## src/rtl/adc_frontend_mc.sv

```systemverilog
// ============================================================================
// Module   : adc_frontend_mc
// Brief    : N-channel offset-binary ADC front end: offset trim with clamp,
//            two's-complement conversion, optional boxcar average/decimate.
// Revision : 1.0 - initial release
// ============================================================================
`default_nettype none

module adc_frontend_mc #(
   parameter int N_CH     = 2,
   parameter int ADC_W    = 12,
   parameter int OUT_W    = 16,
   parameter int AVG_LOG2 = 2,
   localparam int CH_W    = (N_CH > 1) ? $clog2(N_CH) : 1
) (
   input  logic                    ad_clk,
   input  logic                    rst_n,
   input  logic [N_CH*ADC_W-1:0]   ad_in,
   input  logic                    offset_wr_en,
   input  logic [CH_W-1:0]         offset_wr_ch,
   input  logic [ADC_W-1:0]        offset_wr_data,
   input  logic                    avg_en,
   output logic [N_CH*OUT_W-1:0]   volt_out,
   output logic                    volt_valid,
   output logic [N_CH-1:0]         sat_flag
);

   localparam int                  ACC_W     = OUT_W + AVG_LOG2;
   localparam logic [AVG_LOG2-1:0] C_CNT_MAX = '1;
   localparam logic [0:0]          S_BYPASS  = 1'b0;
   localparam logic [0:0]          S_ACCUM   = 1'b1;

   logic [0:0]          r_state, w_state_nxt;
   logic [1:0]          r_pv;
   logic [AVG_LOG2-1:0] r_cnt;
   logic                w_bypass_out, w_accum, w_complete, w_clear;

   // r_pv covers S1/S2; the registered volt_valid acts as the third stage
   always_ff @(posedge ad_clk or negedge rst_n) begin
      if (!rst_n) begin
         r_state <= S_BYPASS;
         r_pv    <= '0;
      end else begin
         r_state <= w_state_nxt;
         r_pv    <= {r_pv[0], 1'b1};
      end
   end

   always_comb begin
      w_state_nxt = r_state;
      case (r_state)
         S_BYPASS: if (avg_en)  w_state_nxt = S_ACCUM;
         S_ACCUM:  if (!avg_en) w_state_nxt = S_BYPASS;
         default:  w_state_nxt = S_BYPASS;
      endcase
   end

   always_comb begin
      w_bypass_out = 1'b0;
      w_accum      = 1'b0;
      w_clear      = 1'b1;
      if (r_state == S_ACCUM && avg_en) begin
         w_accum = r_pv[1];
         w_clear = 1'b0;
      end else if (r_state == S_BYPASS) begin
         w_bypass_out = r_pv[1];
      end
      w_complete = w_accum && (r_cnt == C_CNT_MAX);
   end

   always_ff @(posedge ad_clk or negedge rst_n) begin
      if (!rst_n) begin
         r_cnt      <= '0;
         volt_valid <= 1'b0;
      end else begin
         volt_valid <= w_bypass_out | w_complete;
         if (w_clear || w_complete)
            r_cnt <= '0;
         else if (w_accum)
            r_cnt <= r_cnt + 1'b1;
      end
   end

   for (genvar k = 0; k < N_CH; k++) begin : g_ch
      logic [ADC_W-1:0]        r_off, r_raw, r_clamp, w_clamp;
      logic [ADC_W+1:0]        w_sum;
      logic                    r_sat, w_clip, r_sticky, r_flag;
      logic signed [OUT_W-1:0] w_smp, r_out;
      logic signed [ACC_W-1:0] r_acc, w_acc_sum;

      always_comb begin
         w_sum  = {2'b00, r_raw} + {{2{r_off[ADC_W-1]}}, r_off};
         w_clip = 1'b1;
         if (w_sum[ADC_W+1])
            w_clamp = '0;
         else if (w_sum[ADC_W])
            w_clamp = '1;
         else begin
            w_clamp = w_sum[ADC_W-1:0];
            w_clip  = 1'b0;
         end
      end

      // Subtracting mid-scale from an offset-binary code is an MSB flip
      assign w_smp     = {{(OUT_W-ADC_W+1){~r_clamp[ADC_W-1]}}, r_clamp[ADC_W-2:0]};
      assign w_acc_sum = r_acc + {{AVG_LOG2{w_smp[OUT_W-1]}}, w_smp};

      always_ff @(posedge ad_clk or negedge rst_n) begin
         if (!rst_n) begin
            r_off    <= '0;
            r_raw    <= '0;
            r_clamp  <= '0;
            r_sat    <= 1'b0;
            r_acc    <= '0;
            r_sticky <= 1'b0;
            r_out    <= '0;
            r_flag   <= 1'b0;
         end else begin
            if (offset_wr_en && offset_wr_ch == CH_W'(k))
               r_off <= offset_wr_data;
            r_raw   <= ad_in[k*ADC_W +: ADC_W];
            r_clamp <= w_clamp;
            r_sat   <= w_clip;
            if (w_clear || w_complete) begin
               r_acc    <= '0;
               r_sticky <= 1'b0;
            end else if (w_accum) begin
               r_acc    <= w_acc_sum;
               r_sticky <= r_sticky | r_sat;
            end
            if (w_bypass_out) begin
               r_out  <= w_smp;
               r_flag <= r_sat;
            end else if (w_complete) begin
               r_out  <= w_acc_sum[ACC_W-1:AVG_LOG2];
               r_flag <= r_sticky | r_sat;
            end
         end
      end

      assign volt_out[k*OUT_W +: OUT_W] = r_out;
      assign sat_flag[k]                = r_flag;
   end

endmodule

`default_nettype wire

```

## config.mk

```make
export PLATFORM = sky130hd
export DESIGN_NAME = adc_frontend_mc
export DESIGN_NICKNAME = d
export VERILOG_FILES = /design/src/rtl/adc_frontend_mc.sv
export SDC_FILE = /design/constraint.sdc
export NUM_CORES = 1
export LEC_CHECK = 0
export BUFFER_PORTS_ARGS = -buffer_cell sky130_fd_sc_hd__clkbuf_2
export CAP_MARGIN = 20
export CORE_AREA = 2 2 139 141
export CTS_BUF_LIST = sky130_fd_sc_hd__clkbuf_16
export DETAILED_ROUTE_END_ITERATION = 7
export DIE_AREA = 0 0 141 143
export GPL_TIMING_DRIVEN = 0
export HOLD_SLACK_MARGIN = 0.15
export MAX_ROUTING_LAYER = met4
export PLACE_DENSITY = 0.65
export SYNTH_ARGS = -nofsm -noshare
export SYNTH_HDL_FRONTEND = slang
export SYNTH_SLANG_ARGS = --single-unit
```

## constraint.sdc

```tcl
create_clock -name ad_clk -period 2.5 [get_ports ad_clk]
set_input_delay 0.125 -clock ad_clk [delete_from_list [all_inputs] [get_ports ad_clk]]
set_output_delay 0.125 -clock ad_clk [all_outputs]
set_load 0.05 [all_outputs]
```

# [After elaboration in Yosys (flattened, before gate mapping)]
# Cells that the tools add are included.
# W data, S select, Z words.
[op_classes] n_addsub=5 n_mul=0 div=0 magnitude_cmp=0 n_eq_ne=1 shifts=0 mux=31 bitwise=6 n_reduce_logical=7
[ops] operator="$mux W18" count=4
[ops] operator="$mux W16" count=4
[ops] operator="$mux W12" count=4
[ops] operator="$add A18 B18 Y18" count=2
[ops] operator="$add A13 B12 Y14" count=2
[ops] operator="$mux W1" count=17
[ops] operator="$logic_and A1 B1 Y1" count=4
[ops] operator="$mux W2" count=2
[ops] operator="$reduce_bool A2 Y1" count=2
[ops] operator="$not A1 Y1" count=3
[ops] operator="$or A1 B1 Y1" count=3
[ops] operator="$add A2 B1 Y2 const B" count=1
[ops] operator="$eq A2 B2 Y1 const B" count=1
[ops] operator="$logic_or A1 B1 Y1" count=1
[word_totals] reg_bits=152 latch_bits=0 ram_bits=0 mem_bits_ro=0 input_bits=41 out_inout_bits=35 memories=0

# [Logic depth before layout (Yosys ltp)]
[depth] word_depth=5 depth_mapped=10 depth_no_buf=10

# [Worst setup path before layout]
# OpenSTA, ideal clock, no wires.
[synth_timing] path_type="flip-flop to flip-flop" start="reg g_ch[0].r_clamp[4]" end="reg g_ch[0].r_out[13]" setup_time_ps=126 arrival_ps=2265 t_required_ps=2374 slack_ps=109 stages_incl_launch_ff=9 path_buffers=0 synth_period_minus_slack_ps=2391 cell_sequence="dfrtp_1 > ha_1 > and2_4 > a221oi_4 > a211oi_1 > or3b_1 > a41o_1 > xnor2_1 > a221o_1"
[synth_via] elab_chain_len=3
[synth_lines] element="from (decl)" line_no="85" rtl="logic [ADC_W-1:0] r_off, r_raw, r_clamp, w_clamp;"
[synth_lines] element="from (signal assigned)" line_no="122" rtl="r_clamp <= w_clamp;"
[synth_lines] element="$add A18 B18 Y18" line_no="106" rtl="assign w_acc_sum = r_acc + {{AVG_LOG2{w_smp[OUT_W-1]}}, w_smp};"
[synth_lines] element="$mux W16" line_no="134" rtl="end else if (w_complete) begin"
[synth_lines] element="$mux W16" line_no="131" rtl="if (w_bypass_out) begin"
[synth_lines] element="to (signal assigned)" line_no="132" rtl="r_out <= w_smp;"
[synth_lines] element="to (signal assigned)" line_no="135" rtl="r_out <= w_acc_sum[ACC_W-1:AVG_LOG2];"
[synth_lines] element="to (decl)" line_no="88" rtl="logic signed [OUT_W-1:0] w_smp, r_out;"
# No other way between the ends. The select of a mux whose other input is x is not followed.
# A chain may end at the register's enable or synchronous reset.

# [Worst setup path after layout]
[layout_timing] start="reg g_ch[0].r_clamp[11]" end="reg g_ch[0].r_out[15]"
[layout_via] elab_chain_len=4
[layout_lines] element="$not A1 Y1 *" line_no="105" rtl="assign w_smp = {{(OUT_W-ADC_W+1){~r_clamp[ADC_W-1]}}, r_clamp[ADC_W-2:0]};"
[layout_lines] element="$add A18 B18 Y18" line_no="106"
[layout_lines] element="$mux W16" line_no="134"
[layout_lines] element="$mux W16 *" line_no="131"
# Every way passes the cells marked *; elsewhere a longest branch is shown, timed or not. The select of a mux whose other input is x is not followed.

==> summary.txt <==
Synth
  • Area of the mapped netlist: 8310 um2
  • Synthesis-stage register bit count: 152
  • Number of flops mapped to enable cells by yosys: 0
  • Synthesized area per cell: 10.3 um2
  • Distinct cells, synth: 67
  • Post-synth net total: 911
  • Synth Instances: 805
  • Sequential cell area fraction in the yosys report: 45.7%
  • Most used flip-flop cell after synthesis: sky130_fd_sc_hd__dfrtp_1
  • Total of warnings raised by yosys: 0
  • Async SR Flop Fraction: 100%

Timing
  • Number of failing hold endpoints at the final stage: 0
  • Worst hold slack: 183 ps
  • Relative slew margins: 48.2%
  • Highest achievable clock rate: 397 MHz
  • Post-route setup slack: -16.1 ps
  • Unrepaired setup endpoints after global routing: yes
  • Minimum clock period after layout: 2520 ps
  • Max-slew violation count: 0
  • Setup Viol. Count Final: 1
  • Final worst path period share: 101%
  • Worst Max-Slew Pin Slew: 777 ps
  • Post-Route Skew: 7.49 ps

Die
  • Effective utilization at floorplan: 44.7%
  • Die Y: 143 um
  • Core footprint: 18,600 um2
  • Horizontal die dimension: 141 um
  • Top Ports: 76
  • Number of standard-cell rows in the floorplan: 50
  • DIE AREA: 20,200 um2

Power
  • PwrDens: 973 nW/um2
  • P_leak: 4.88 nW
  • Max VDD drop: 0.608 mV

Layout
  • Number of nets in the layout: 1,073
  • N_diodes: 0
  • Relative area change from synthesis to final layout: 28.0%
  • Ratio of cells with drive above 1 in the final layout: 23.6%
  • Layout Cell Area excl Fill: 10,600 um2

Clock tree
  • Count of clock tree sinks: 152
  • CTS tree: done
  • Maximum clock insertion buffer count: 2
  • Total CTS buffers: 17
  • CTS Root Cell: sky130_fd_sc_hd__clkbuf_16
  • Clock network latency to the later pin of the worst-skew pair: 430 ps
  • CTS H-tree lvls: 4
  • Reg clk slew, reported paths: 60 ps

Route
  • Detailed-route vias per instance: 5.54
  • Per-cell routed wire length: 17.1 um
  • Number of detailed-route iterations in the first pass: 5
  • Routed wire length: 20,700 um
  • Count of unresolved DRC violations after routing: 0
  • Detailed-route via count: 6,731
  • Number of DRC markers after the initial detailed-route iteration: 442
  • Antenna Violating Nets Remaining: 0

Place
  • Count of input and output buffers: 75
  • Placement-stage worst setup slack: -299 ps
  • DP Wirelength: 14,100 um
  • Area post-placement: 9020 um2
  • RD Place Congestion: 0.890

GRT
  • Initial antenna violation count: 0
  • Vias in the first global route: 6,647
  • Total congestion overflow after global routing: 0
  • Largest net degree at the start of global routing: 114
  • First-pass GRT wire length: 33,700 um
  • All-Layer GR Usage: 21.9%

Critical path
  • Length in cells of the worst reg-to-reg path: 10
  • List of cells traversed by the critical path: clkinvlp_4, buf_12, ha_4, a21oi_2, o21bai_1, a221oi_2, inv_1, or4_1, mux2_2, o211ai_1
  • Worst EP required: 2840 ps
  • Critical path class: flip-flop to flip-flop
  • Worst Path Buf+Inv: 3
  • Reg-to-reg slack, setup: -20 ps
  • Crit path max-delay cell type: sky130_fd_sc_hd__or4_1
  • Crit start category: flip-flop
  • RR Startpoint: g_ch[0].r_clamp[11]
  • Largest fanout on the critical path: 6
  • Highest cell delay on the worst timing path: 430 ps
  • Crit path arrival time: 2860 ps
  • Cell family contributing the most delay on the critical path: compound AO/OA/AOI/OAI gates
  • End of the worst register-to-register path: g_ch[0].r_out[15]
  • Crit end category: flip-flop

Run status
  • Status: complete, but fails checks
  • Violations in the final reports: negative setup slack

Hold path
  • Path type of the worst min-delay path: input pin to async pin

Flow run
  • Number of maximum-capacitance constraint violations: 0
synth_stat cells (all sizes together), types with 5 or more instances:
cell type	instances	area, um2
a211oi	9	67.6
a21o	23	173
a21oi	61	305
a221o	7	70.1
a22o	23	201
a22oi	18	135
a31oi	9	62.6
and3	6	38.8
buf	13	63.8
clkbuf	15	56.3
dfrtp	152	3800
ha	61	763
inv	30	113
mux2	27	304
nand2	71	267
nand2b	12	77.6
nand3	11	55.1
nand4	5	31.3
nor2	35	131
nor2b	8	50.1
nor3	12	60.1
o211ai	7	52.6
o21ai	66	330
o22ai	15	93.8
xnor2	35	307
xor2	12	105
stage by stage:
step | power [W] | utilization (%) | std cells | TNS, ps
global route | 0.0110 | 57.3 | 1214 | -378
floorplan | 0.00607 | - | 805 | 0
global placement | 0.00692 | 48.3 | 1114 | -205500
detailed placement | 0.00696 | 48.5 | 1115 | -6460
finish | 0.0104 | 57.3 | 1214 | -16.1
CTS | 0.00998 | 55.3 | 1196 | 0
layer usage:
| metal | vias up | global-route usage (%) | wire [um] | part of all wire [%] |
|---|---|---|---|---|
| met5 | - | - | 0 | 0 |
| met4 | 0 | 7.84 | 416 | 2.0 |
| met3 | 28 | 4.33 | 907 | 4.4 |
| met2 | 160 | 33.8 | 9690 | 47 |
| met1 | 3248 | 29.0 | 9720 | 47 |
| li1 | 3295 | - | - | - |
area by class of cell:
type	count	area (um2)
fillers	1569	7940
clock buffers	17	425
plain buffers	27	119
clock inverters	15	210
well taps	234	293
flip-flops and latches	152	3810
inverters	30	116
multi-input cells	595	4630
repair buffers	144	1050
cell families after synthesis:
| group | share of synthesized area [%] |
|---|---|
| compound gates | 22.1 |
| xor+xnor | 4.95 |
| fa+ha+maj | 10.1 |
| buf+inv | 2.80 |
| flops | 45.7 |
| mux | 4.02 |
| other cells | 0.0451 |
| simple gates | 10.2 |
what timing repair did:
action                                  4_1_cts  5_1_grt
endpoints found under the hold margin       203        0
cloned                                        0        0
buffers inserted                              7       18
gates resized for setup                      26       54
pin swaps                                     9       20
hold buffers                                 43        0
endpoints found under the setup margin       55       58
sequential cells by signal (all words and copies together) (netlist names):
register	cells
g_ch.r_acc	36
g_ch.r_sticky	2
g_ch.r_off	24
r_state	1
g_ch.r_flag	2
g_ch.r_out	32
r_pv	2
g_ch.r_clamp	24
g_ch.r_raw	24
r_cnt	2
g_ch.r_sat	2
volt_valid	1
cells in the final DEF (no fill, tap or decap), types with 27 or more instances in the layout:
master                          synthesis  routed
sky130_fd_sc_hd__nor2_1                35      32
sky130_fd_sc_hd__nand2_1               71      71
sky130_fd_sc_hd__dfrtp_1              152     150
sky130_fd_sc_hd__a21oi_1               61      59
sky130_fd_sc_hd__ha_1                  61      46
sky130_fd_sc_hd__clkbuf_2               0      74
sky130_fd_sc_hd__o21ai_0               62      53
sky130_fd_sc_hd__inv_1                 30      29
sky130_fd_sc_hd__buf_4                  3      27
sky130_fd_sc_hd__mux2_2                27      27
sky130_fd_sc_hd__xnor2_1               35      32
sky130_fd_sc_hd__dlygate4sd3_1          0      43
how the worst max path moves through the flow:
stage / from / to / slack (ps) / cells after the start
after floorplan: g_ch[0].r_clamp[4] / g_ch[0].r_out[13] / 110 / 8
after global placement: rst_n / g_ch[0].r_raw[9] / -1330 / 1
after detailed placement: g_ch[0].r_clamp[0] / g_ch[0].r_out[10] / -300 / 10
after CTS: g_ch[0].r_clamp[11] / g_ch[0].r_out[15] / 3 / 10
after global routing: g_ch[0].r_clamp[11] / g_ch[0].r_out[15] / -90 / 10
final: g_ch[0].r_clamp[11] / g_ch[0].r_out[15] / -20 / 10
power breakdown:
group          internal, W  leakage, nW  switching (W)
sequential         0.00293         1.89       0.000405
clock              0.00176        0.311        0.00101
combinational      0.00175         2.67        0.00251
total              0.00644         4.88        0.00392
Note: power is estimated with default switching activity, not from simulation.
